--- src/rtl/sram_port_arbiter_pkg.sv ---
// Shared constants for the inst/data SRAM port arbiter: response tags and size encodings.
package sram_port_arbiter_pkg;
  localparam logic TAG_INST = 1'b0;
  localparam logic TAG_DATA = 1'b1;

  localparam logic [1:0] SIZE_B = 2'd0;
  localparam logic [1:0] SIZE_H = 2'd1;
  localparam logic [1:0] SIZE_W = 2'd2;
endpackage

--- src/rtl/sram_port_arbiter_tag_fifo.sv ---
// In-order 1-bit tag FIFO recording which side issued each accepted transaction.
module tag_fifo #(
  parameter  int DEPTH = 4,
  localparam int AW    = $clog2(DEPTH)
) (
  input  logic        clk,
  input  logic        rst,
  input  logic        push,
  input  logic        din,
  input  logic        pop,
  output logic        dout,
  output logic        full,
  output logic        empty,
  output logic [AW:0] count
);
  logic [DEPTH-1:0] mem;
  logic [AW-1:0]    wr_ptr, rd_ptr;

  // Pointers wrap naturally because DEPTH is a power of two.
  always_ff @(posedge clk) begin
    if (rst) begin
      wr_ptr <= '0;
      rd_ptr <= '0;
      count  <= '0;
    end else begin
      if (push) begin
        mem[wr_ptr] <= din;
        wr_ptr      <= wr_ptr + 1'b1;
      end
      if (pop) rd_ptr <= rd_ptr + 1'b1;
      count <= count + (AW+1)'(push) - (AW+1)'(pop);
    end
  end

  assign dout  = mem[rd_ptr];
  assign full  = (count == (AW+1)'(DEPTH));
  assign empty = (count == '0);
endmodule

--- src/rtl/sram_port_arbiter.sv ---
// Shares one SRAM-like port between fetch (inst) and MEM (data) with data priority,
// an anti-starvation streak limit, owner lock during stalls and in-order response routing.
module sram_port_arbiter
  import sram_port_arbiter_pkg::*;
#(
  parameter int OUTSTANDING_DEPTH = 4,
  parameter int MAX_DATA_STREAK   = 4
) (
  input  logic        clk,
  input  logic        rst,
  input  logic        inst_req,
  input  logic        inst_wr,
  input  logic [1:0]  inst_size,
  input  logic [3:0]  inst_wstrb,
  input  logic [31:0] inst_addr,
  input  logic [31:0] inst_wdata,
  output logic        inst_addr_ok,
  output logic        inst_data_ok,
  output logic [31:0] inst_rdata,
  input  logic        data_req,
  input  logic        data_wr,
  input  logic [1:0]  data_size,
  input  logic [3:0]  data_wstrb,
  input  logic [31:0] data_addr,
  input  logic [31:0] data_wdata,
  output logic        data_addr_ok,
  output logic        data_data_ok,
  output logic [31:0] data_rdata,
  output logic        mem_req,
  output logic        mem_wr,
  output logic [1:0]  mem_size,
  output logic [3:0]  mem_wstrb,
  output logic [31:0] mem_addr,
  output logic [31:0] mem_wdata,
  input  logic        mem_addr_ok,
  input  logic        mem_data_ok,
  input  logic [31:0] mem_rdata,
  output logic        protocol_err,
  output logic        idle
);
  localparam int AW = $clog2(OUTSTANDING_DEPTH);
  localparam int SW = $clog2(MAX_DATA_STREAK + 1);

  logic          locked, lock_owner, owner, owner_req, accept, pop;
  logic          full, empty, head_tag, err_q;
  logic [AW:0]   count;
  logic [SW-1:0] streak;

  // Data wins unless it has starved a waiting fetch for MAX_DATA_STREAK grants.
  always_comb begin
    owner = TAG_INST;
    if (locked)
      owner = lock_owner;
    else if (data_req && !((streak >= SW'(MAX_DATA_STREAK)) && inst_req))
      owner = TAG_DATA;
  end

  assign owner_req = (owner == TAG_DATA) ? data_req : inst_req;
  assign mem_req   = owner_req & ~full & ~rst;
  assign accept    = mem_req & mem_addr_ok;

  always_comb begin
    mem_wr    = 1'b0;
    mem_size  = '0;
    mem_wstrb = '0;
    mem_addr  = '0;
    mem_wdata = '0;
    if (!rst) begin
      if (owner == TAG_DATA) begin
        mem_wr = data_wr; mem_size = data_size; mem_wstrb = data_wstrb;
        mem_addr = data_addr; mem_wdata = data_wdata;
      end else begin
        mem_wr = inst_wr; mem_size = inst_size; mem_wstrb = inst_wstrb;
        mem_addr = inst_addr; mem_wdata = inst_wdata;
      end
    end
  end

  always_ff @(posedge clk) begin
    if (rst) begin
      locked     <= 1'b0;
      lock_owner <= TAG_INST;
      streak     <= '0;
      err_q      <= 1'b0;
    end else begin
      if (accept)
        locked <= 1'b0;
      else if (mem_req) begin
        locked     <= 1'b1;
        lock_owner <= owner;
      end

      if (!inst_req || (accept && owner == TAG_INST))
        streak <= '0;
      else if (accept && streak < SW'(MAX_DATA_STREAK))
        streak <= streak + 1'b1;

      if (mem_data_ok && empty) err_q <= 1'b1;
    end
  end

  tag_fifo #(.DEPTH(OUTSTANDING_DEPTH)) u_tag_fifo (
    .clk   (clk),
    .rst   (rst),
    .push  (accept),
    .din   (owner),
    .pop   (pop),
    .dout  (head_tag),
    .full  (full),
    .empty (empty),
    .count (count)
  );

  assign pop          = mem_data_ok & ~empty & ~rst;
  assign inst_addr_ok = accept & (owner == TAG_INST);
  assign data_addr_ok = accept & (owner == TAG_DATA);
  assign inst_data_ok = pop & (head_tag == TAG_INST);
  assign data_data_ok = pop & (head_tag == TAG_DATA);
  assign inst_rdata   = rst ? '0 : mem_rdata;
  assign data_rdata   = rst ? '0 : mem_rdata;
  assign protocol_err = err_q & ~rst;
  assign idle         = ~rst & (count == '0) & ~inst_req & ~data_req;
endmodule

--- config.mk ---
export PLATFORM = sky130hd
export DESIGN_NAME = sram_port_arbiter
export DESIGN_NICKNAME = d
export VERILOG_FILES = /design/src/rtl/sram_port_arbiter_pkg.sv /design/src/rtl/sram_port_arbiter_tag_fifo.sv /design/src/rtl/sram_port_arbiter.sv
export SDC_FILE = /design/constraint.sdc
export NUM_CORES = 1
export LEC_CHECK = 0
export CAP_MARGIN = 30
export CORE_AREA = 2 2 124 126
export DETAILED_ROUTE_END_ITERATION = 10
export DIE_AREA = 0 0 126 128
export GPL_ROUTABILITY_DRIVEN = 0
export HOLD_SLACK_MARGIN = 0.06
export PLACE_DENSITY = 0.61
export SYNTH_ARGS = -nofsm -noshare
export SYNTH_HDL_FRONTEND = slang
export SYNTH_SLANG_ARGS = --single-unit
export TNS_END_PERCENT = 20
--- constraint.sdc ---
create_clock -name clk -period 2 [get_ports clk]
set_input_delay 0.2 -clock clk [delete_from_list [all_inputs] [get_ports clk]]
set_output_delay 0.2 -clock clk [all_outputs]
set_load 0.01 [all_outputs]
==> flow_metrics.tcl, run 1 <==
set metrics [dict create \
    outcome "finished with violations" \
    violations "negative setup slack" \
    synth_flop_cell "dfxtp_1" \
    vias 3717 \
    drtPass1Iterations 4 \
    synth_xor_area_share_pct 1.490 \
    async_flop_share_pct 0 \
    hold_violations 0 \
    cap_violations 0 \
    r2r_setup_slack_ns -0.01 \
    startpoint "u_tag_fifo.count[1]$_SDFF_PP0_" \
    r2r_end "u_tag_fifo.count[2]$_SDFF_PP0_" \
    reg2reg_depth 9 \
    yosysTopAreaCell "nand2_1" \
    critical_path_class "register to register" \
    port_buffers 321 \
    io-pin-count 322 \
    synthSimpleGateAreaFrac_pct 38.00 \
    postRouteAntennaNets 0 \
    fp.coreArea_mm2 0.01486 \
    grt_pass1_wl_um 19320 \
    synth_area_mm2 0.002351 \
    grt_max_degree 64 \
    cp.arrival_ns 2.13 \
    layout-drive-gt1-share_pct 18.54 \
    crit_fanout 3 \
    slew-limit-headroom_pct 65.08 \
    path_clk_slew_ns 0.05 \
    hold_buffers 0 \
    num_rows 45 \
    routed_wl_um 12670 \
    synthTopCellsByCount "nand2_1 (145), a21oi_1 (75), buf_4 (39)" \
    synth_most_common_cell "nand2_1" \
    min_path_cells 3 \
    layout.cells.non_filler 889 \
    max_freq_ghz 0.4971 \
    ys_seq_area_share_pct 16.18 \
    insertion_delay_ns 0.25 \
    fin_skew_ns 0.003872 \
    worst_ir_drop_vdd_v 0.0002335 \
    antenna_found_initial 0 \
    synth_edf_count 4 \
    syn_inst 397 \
    r2r_start "u_tag_fifo.count[1]$_SDFF_PP0_" \
    wire_per_inst_um 14.25 \
    viasPerCell 4.181 \
    htreeDepth 1 \
    cts_tree "done" \
    fin_hold_ws_ns 0.2955 \
    chipWidth_um 126 \
    fin_ws_ns -0.01156 \
    nFillCells 1590 \
    nets 890 \
    min_from "rst" \
    power_mw 2.633 \
    cpPeakStageDelay_ns 0.39 \
    syn_to_final_growth_pct 141.8 \
    start_util_pct 15.82 \
    power.density_mw_per_mm2 463.1 \
    worst_slew_pin_slew_ns 0.5239 \
    min_path_type "input port to register" \
    crit_chain "or3_4 -> nand2_4 -> nor2_1 -> ha_1 -> inv_1 -> ha_1 -> fa_1 -> xnor2_1 -> nor2_1" \
    power.leakage_nw 2.502 \
    yosys.cell_types.count 34 \
    postSynthRegisterBits 17 \
    hold_path_end "locked$_SDFFE_PP0N_" \
    drt_iter0_drc 146 \
    final_cell_area_mm2 0.005685 \
    cts_root_buffer "clkbuf_16" \
    endpoint_kind "register" \
    drc 0 \
    grt_overflow 0 \
    post-place-ws_ns -0.4894 \
    finalSetupViolations 1 \
    syn-mean-instance-area_um2 5.922 \
    post-route-period-util_pct 100.6 \
    finalMaxSlewViolations 0 \
    clockBufferDepth 2 \
    numCtsBuffers 3 \
    synth.net_count 585 \
    seqCellArea_um2 385.4 \
    dieArea_mm2 0.01613 \
    synth_adder_area_share_pct 4.577 \
    grt.total_usage_pct 14.66 \
    required_ns 2.12 \
    period_minus_slack_ns 2.012 \
    yosysTopAreaCellShare_pct 23.15 \
    num_antenna_cells 0 \
    dp.cells 874 \
    crit_slowest_cell "or3_4" \
    cts_sinks 17 \
    die_h_um 128 \
    rsz0062_at_grt "true" \
    dpl.hpwl_um 9736 \
    synthMuxAreaShare_pct 1.384 \
    synth_top_family_by_area "simple AND/OR/NAND/NOR gates" \
    dpl_cell_area_mm2 0.005713 \
    synth.area.top_cells "nand2_1 (23%), a21oi_1 (16%), buf_4 (12%)" \
    multiInputGateArea_mm2 0.001587 \
    synth-compound-area-share_pct 20.06 \
    start_kind "register" \
    synth_warnings 0 \
    grt_pass1_vias 3712 \
]
-- metrics by stage --
stage / TNS, ns / utilization [%]
after detailed placement: -29.73 / 38.43
after global placement: -29.54 / 38.43
after floorplan: 0 / -
after global routing: -0.2750 / 38.25
final: -0.01156 / 38.25
after CTS: -0.03015 / 39.64
-- registers in the layout (all words and copies together) (netlist names) --
signal	cells
lock_owner	1
u_tag_fifo.count	3
err_q	1
u_tag_fifo.wr_ptr	2
u_tag_fifo.mem	4
locked	1
u_tag_fifo.rd_ptr	2
streak	3
-- cell type report --
type                       count  area share [%]
sequential                    17           6.778
tap                          188           4.137
multi-input combinational    307           27.90
inverter                      11          0.8143
clock buffer                   4           1.386
timing repair buffer         362           58.98
-- cells in the final DEF, fill, tap and decap left out, types with 2 or more instances in the layout --
cell type,instances
o21ai_0,2
nand3_1,4
buf_12,5
buf_2,17
ha_1,7
dfxtp_1,9
inv_2,2
clkdlybuf4s50_1,241
xor2_1,2
inv_1,8
clkbuf_16,4
nor3_1,4
a311oi_1,2
nor2_1,9
dfxtp_2,4
bufbuf_16,2
a21oi_1,68
buf_6,5
edfxtp_1,4
and3_1,4
nand2_1,144
a31oi_1,2
dlygate4sd2_1,13
clkbuf_2,47
a21oi_2,7
nor2b_1,35
xnor2_1,2
buf_4,28
-- layer usage --
metal	vias to the layer above	global-route usage, %	routed length (µm)
met5	-	0	0
li1	1864	-	-
met2	218	27.10	6467
met1	1627	17.19	4788
met4	0	2.392	104
met3	8	3.965	1311
-- worst max-delay path: cells and delay by family (launching register included) --
family                     cells  cell delay [ns]
xor gates and xnor gates       1             0.15
adders and majority gates      3             0.81
buffers and inverters          1             0.04
DFF                            1             0.32
and+or+nand+nor                4             0.55
-- power breakdown --
group	internal (mW)	total, mW	switching, mW
Sequential	0.406	0.441	0.0355
Clock	0.271	0.399	0.129
Combinational	1.02	1.79	0.776
Total	1.69	2.63	0.940
-- cell families (layout without fill, tap and decap cells) --
group                      after synthesis  after routing
AOI/OAI and AO/OA                       87             87
xor gates and xnor gates                 4              4
adders and majority gates                8              8
buffers and inverters                   73            377
DFF                                     17             17
muxes                                    2              2
and+or+nand+nor                        206            206
-- repair_timing --
action,in CTS,in global routing
gates cloned,3,1
endpoints found under the setup margin,79,69
resized for setup,136,109
buffers inserted,7,0
pin swaps,1,2
hold endpoints to repair,0,0
-- worst max-delay path by stage --
stage / to / cells after the start
floorplan: u_tag_fifo.count[2]$_SDFF_PP0_ / 9
finish: u_tag_fifo.count[2]$_SDFF_PP0_ / 9
global route: u_tag_fifo.count[2]$_SDFF_PP0_ / 9
CTS: u_tag_fifo.count[2]$_SDFF_PP0_ / 9
detailed placement: mem_wdata[0] / 8
global placement: mem_wdata[0] / 8
(Power assumes the default switching activity.)
==> inputs of run 2 (changes only) <==
==> constraint.sdc (replaced) <==
create_clock -name clk -period 2 [get_ports clk]
set_input_delay 0.2 -clock clk [delete_from_list [all_inputs] [get_ports clk]]
set_output_delay 0.2 -clock clk [all_outputs]
set_load 0.02 [all_outputs]
==> run 2 against run 1 <==
Against the previous run: the run still ends with negative setup slack left; flip-flop and latch count is the same; final cell count is 0.22% lower; fmax increased by 0.54%; die area is the same; critical path depth fell by 1; first-iteration DRC count fell by 12%; clock skew increased by 0.0036 ns; global-route usage is 1.2 points lower; largest cell class unchanged.
==> flow_metrics.tcl, run 2 (synthesis results as in run 1) <==
set metrics [dict create \
    io-pin-count 322 \
    grt.total_usage_pct 13.43 \
    path_buf_inv 1 \
    max_freq_ghz 0.4998 \
    violations "negative setup slack" \
    cts_root_buffer "clkbuf_16" \
    cp_top_family "adder cells" \
    cpPeakStageDelay_ns 0.50 \
    start_util_pct 15.82 \
    largest-register "u_tag_fifo.mem" \
    hold_violations 0 \
    reg.largest.list "u_tag_fifo.mem x4, streak x3, u_tag_fifo.count x3" \
    period_minus_slack_ns 2.001 \
    r2r_start "u_tag_fifo.count[0]$_SDFF_PP0_" \
    dpl.hpwl_um 9498 \
    grt_max_degree 54 \
    r2r_end "u_tag_fifo.count[1]$_SDFF_PP0_" \
    cp.arrival_ns 2.19 \
    r2r_setup_slack_ns -0.0007 \
    drtPass1Iterations 4 \
    crit_chain "or3_4 -> nand2_4 -> nor2_1 -> ha_1 -> inv_2 -> ha_4 -> fa_2 -> nor2b_1" \
    worst_ir_drop_vdd_v 0.0002823 \
    start_kind "register" \
    grt_pass1_vias 3535 \
    slew-limit-headroom_pct 80.85 \
    cap_violations 0 \
    htreeDepth 1 \
    endpoint_kind "register" \
    hold_buffers 0 \
    mostFrequentLayoutCell "clkdlybuf4s50_1" \
    grt_overflow 0 \
    drt_iter0_drc 129 \
    num_antenna_cells 0 \
    fin_hold_ws_ns 0.3140 \
    num_rows 45 \
    fin_ws_ns -0.0007359 \
    insertion_delay_ns 0.25 \
    routed_wl_um 12020 \
    nets 888 \
    fin_skew_ns 0.007428 \
    power.leakage_nw 2.465 \
    antenna_found_initial 0 \
    clockBufferDepth 2 \
    fp.coreArea_mm2 0.01486 \
    crit_fanout 3 \
    crit_slowest_cell "fa_2" \
    finalSetupViolations 1 \
    chipWidth_um 126 \
    min_path_cells 3 \
    required_ns 2.19 \
    reg2reg_depth 8 \
    power.density_mw_per_mm2 497.1 \
    layout_common_cells "clkdlybuf4s50_1 (241), nand2_1 (143), a21oi_1 (72), buf_2 (37), nor2b_1 (35)" \
    min_from "rst" \
    worst_slew_pin_slew_ns 0.2851 \
    hold_path_end "u_tag_fifo.count[2]$_SDFF_PP0_" \
    port_buffers 321 \
    viasPerCell 4.145 \
    vias 3677 \
    postRouteAntennaNets 0 \
    cts_tree "done" \
    critical_path_class "register to register" \
    min_path_type "input port to register" \
    fin_util_pct 37.90 \
    post-route-period-util_pct 100.0 \
    numCtsBuffers 3 \
    grt_pass1_wl_um 17980 \
    die_h_um 128 \
    wire_per_inst_um 13.55 \
    largest_reg_flops 4 \
    drc 0 \
    cts_sinks 17 \
    outcome "finished with violations" \
    syn_to_final_growth_pct 139.6 \
    finalMaxSlewViolations 0 \
    path_clk_slew_ns 0.05 \
    power_mw 2.800 \
    layout-drive-gt1-share_pct 19.60 \
    rsz0062_at_grt "true" \
    dieArea_mm2 0.01613 \
]
==> run 2: changes by cell type in the layout (fill, tap and decap cells not counted), sizes merged <==
cell           before  now
clkinv              0    1
dlygate4sd2        13    4
bufbuf              2    0
clkbuf             52   36
buf                56   81
clkdlybuf4s15       1    0
==> run 2: worst max-delay path by stage <==
stage                                               from  cells after the start                             end  slack, ns
after floorplan           u_tag_fifo.count[1]$_SDFF_PP0_                      9  u_tag_fifo.count[2]$_SDFF_PP0_       0.01
after global placement                          inst_req                      8                     mem_addr[7]      -0.55
after detailed placement                        inst_req                      8                     mem_addr[7]      -0.55
after CTS                                       inst_req                      9                   mem_wdata[11]      -0.11
after global routing      u_tag_fifo.count[0]$_SDFF_PP0_                      9  u_tag_fifo.count[2]$_SDFF_PP0_      -0.06
final                     u_tag_fifo.count[0]$_SDFF_PP0_                      8  u_tag_fifo.count[1]$_SDFF_PP0_    -0.0007
==> run 2: metal layers <==
| layer | routed length, µm | track usage (%) | share of wire, % | vias up |
|---|---|---|---|---|
| met5 | 0 | 0 | 0 | - |
| met4 | 130 | 2.456 | 1.1 | 0 |
| met3 | 1098 | 2.838 | 9.1 | 7 |
| met2 | 6086 | 24.73 | 51 | 209 |
| met1 | 4703 | 16.19 | 39 | 1602 |
| li1 | - | - | - | 1859 |
==> run 2: report_power, final <==
group          leakage, nW  internal [mW]  switching (mW)
registers            0.143          0.403          0.0338
logic                 2.28           1.02           0.943
clock network       0.0409          0.268           0.137
total                 2.46           1.69            1.11
==> run 2: repair_timing <==
action | in CTS | in global routing
resized for setup | 204 | 80
setup buffers | 1 | 2
cloned | 2 | 1
endpoints found under the setup margin | 79 | 74
pin swaps | 2 | 1
==> run 2: metrics by stage <==
step	setup slack, ns	setup TNS [ns]	instances	cell area [µm²]
finish	-0.0007359	-0.0007359	887	5633
global route	-0.05639	-0.1037	887	5633
CTS	-0.1083	-3.270	884	5697
detailed placement	-0.5538	-34.89	877	5758
global placement	-0.5522	-33.64	877	5758
floorplan	0.01364	0	397	2364
==> run 2: area by class of cell <==
cell class	instances	area, µm²
fill	1558	9231
timing repair buffer	360	3296
multi-input combinational	307	1597
sequential	17	381.6
tap	188	235.2
clock buffer	3	75.07
inverter	11	43.79
clock inverter	1	5.005
==> run 2: tightest hold or removal path, cell delays in order <==
cell	delay, ns
buf_4	0.11
buf_12	0.15
nor2_1	0.05
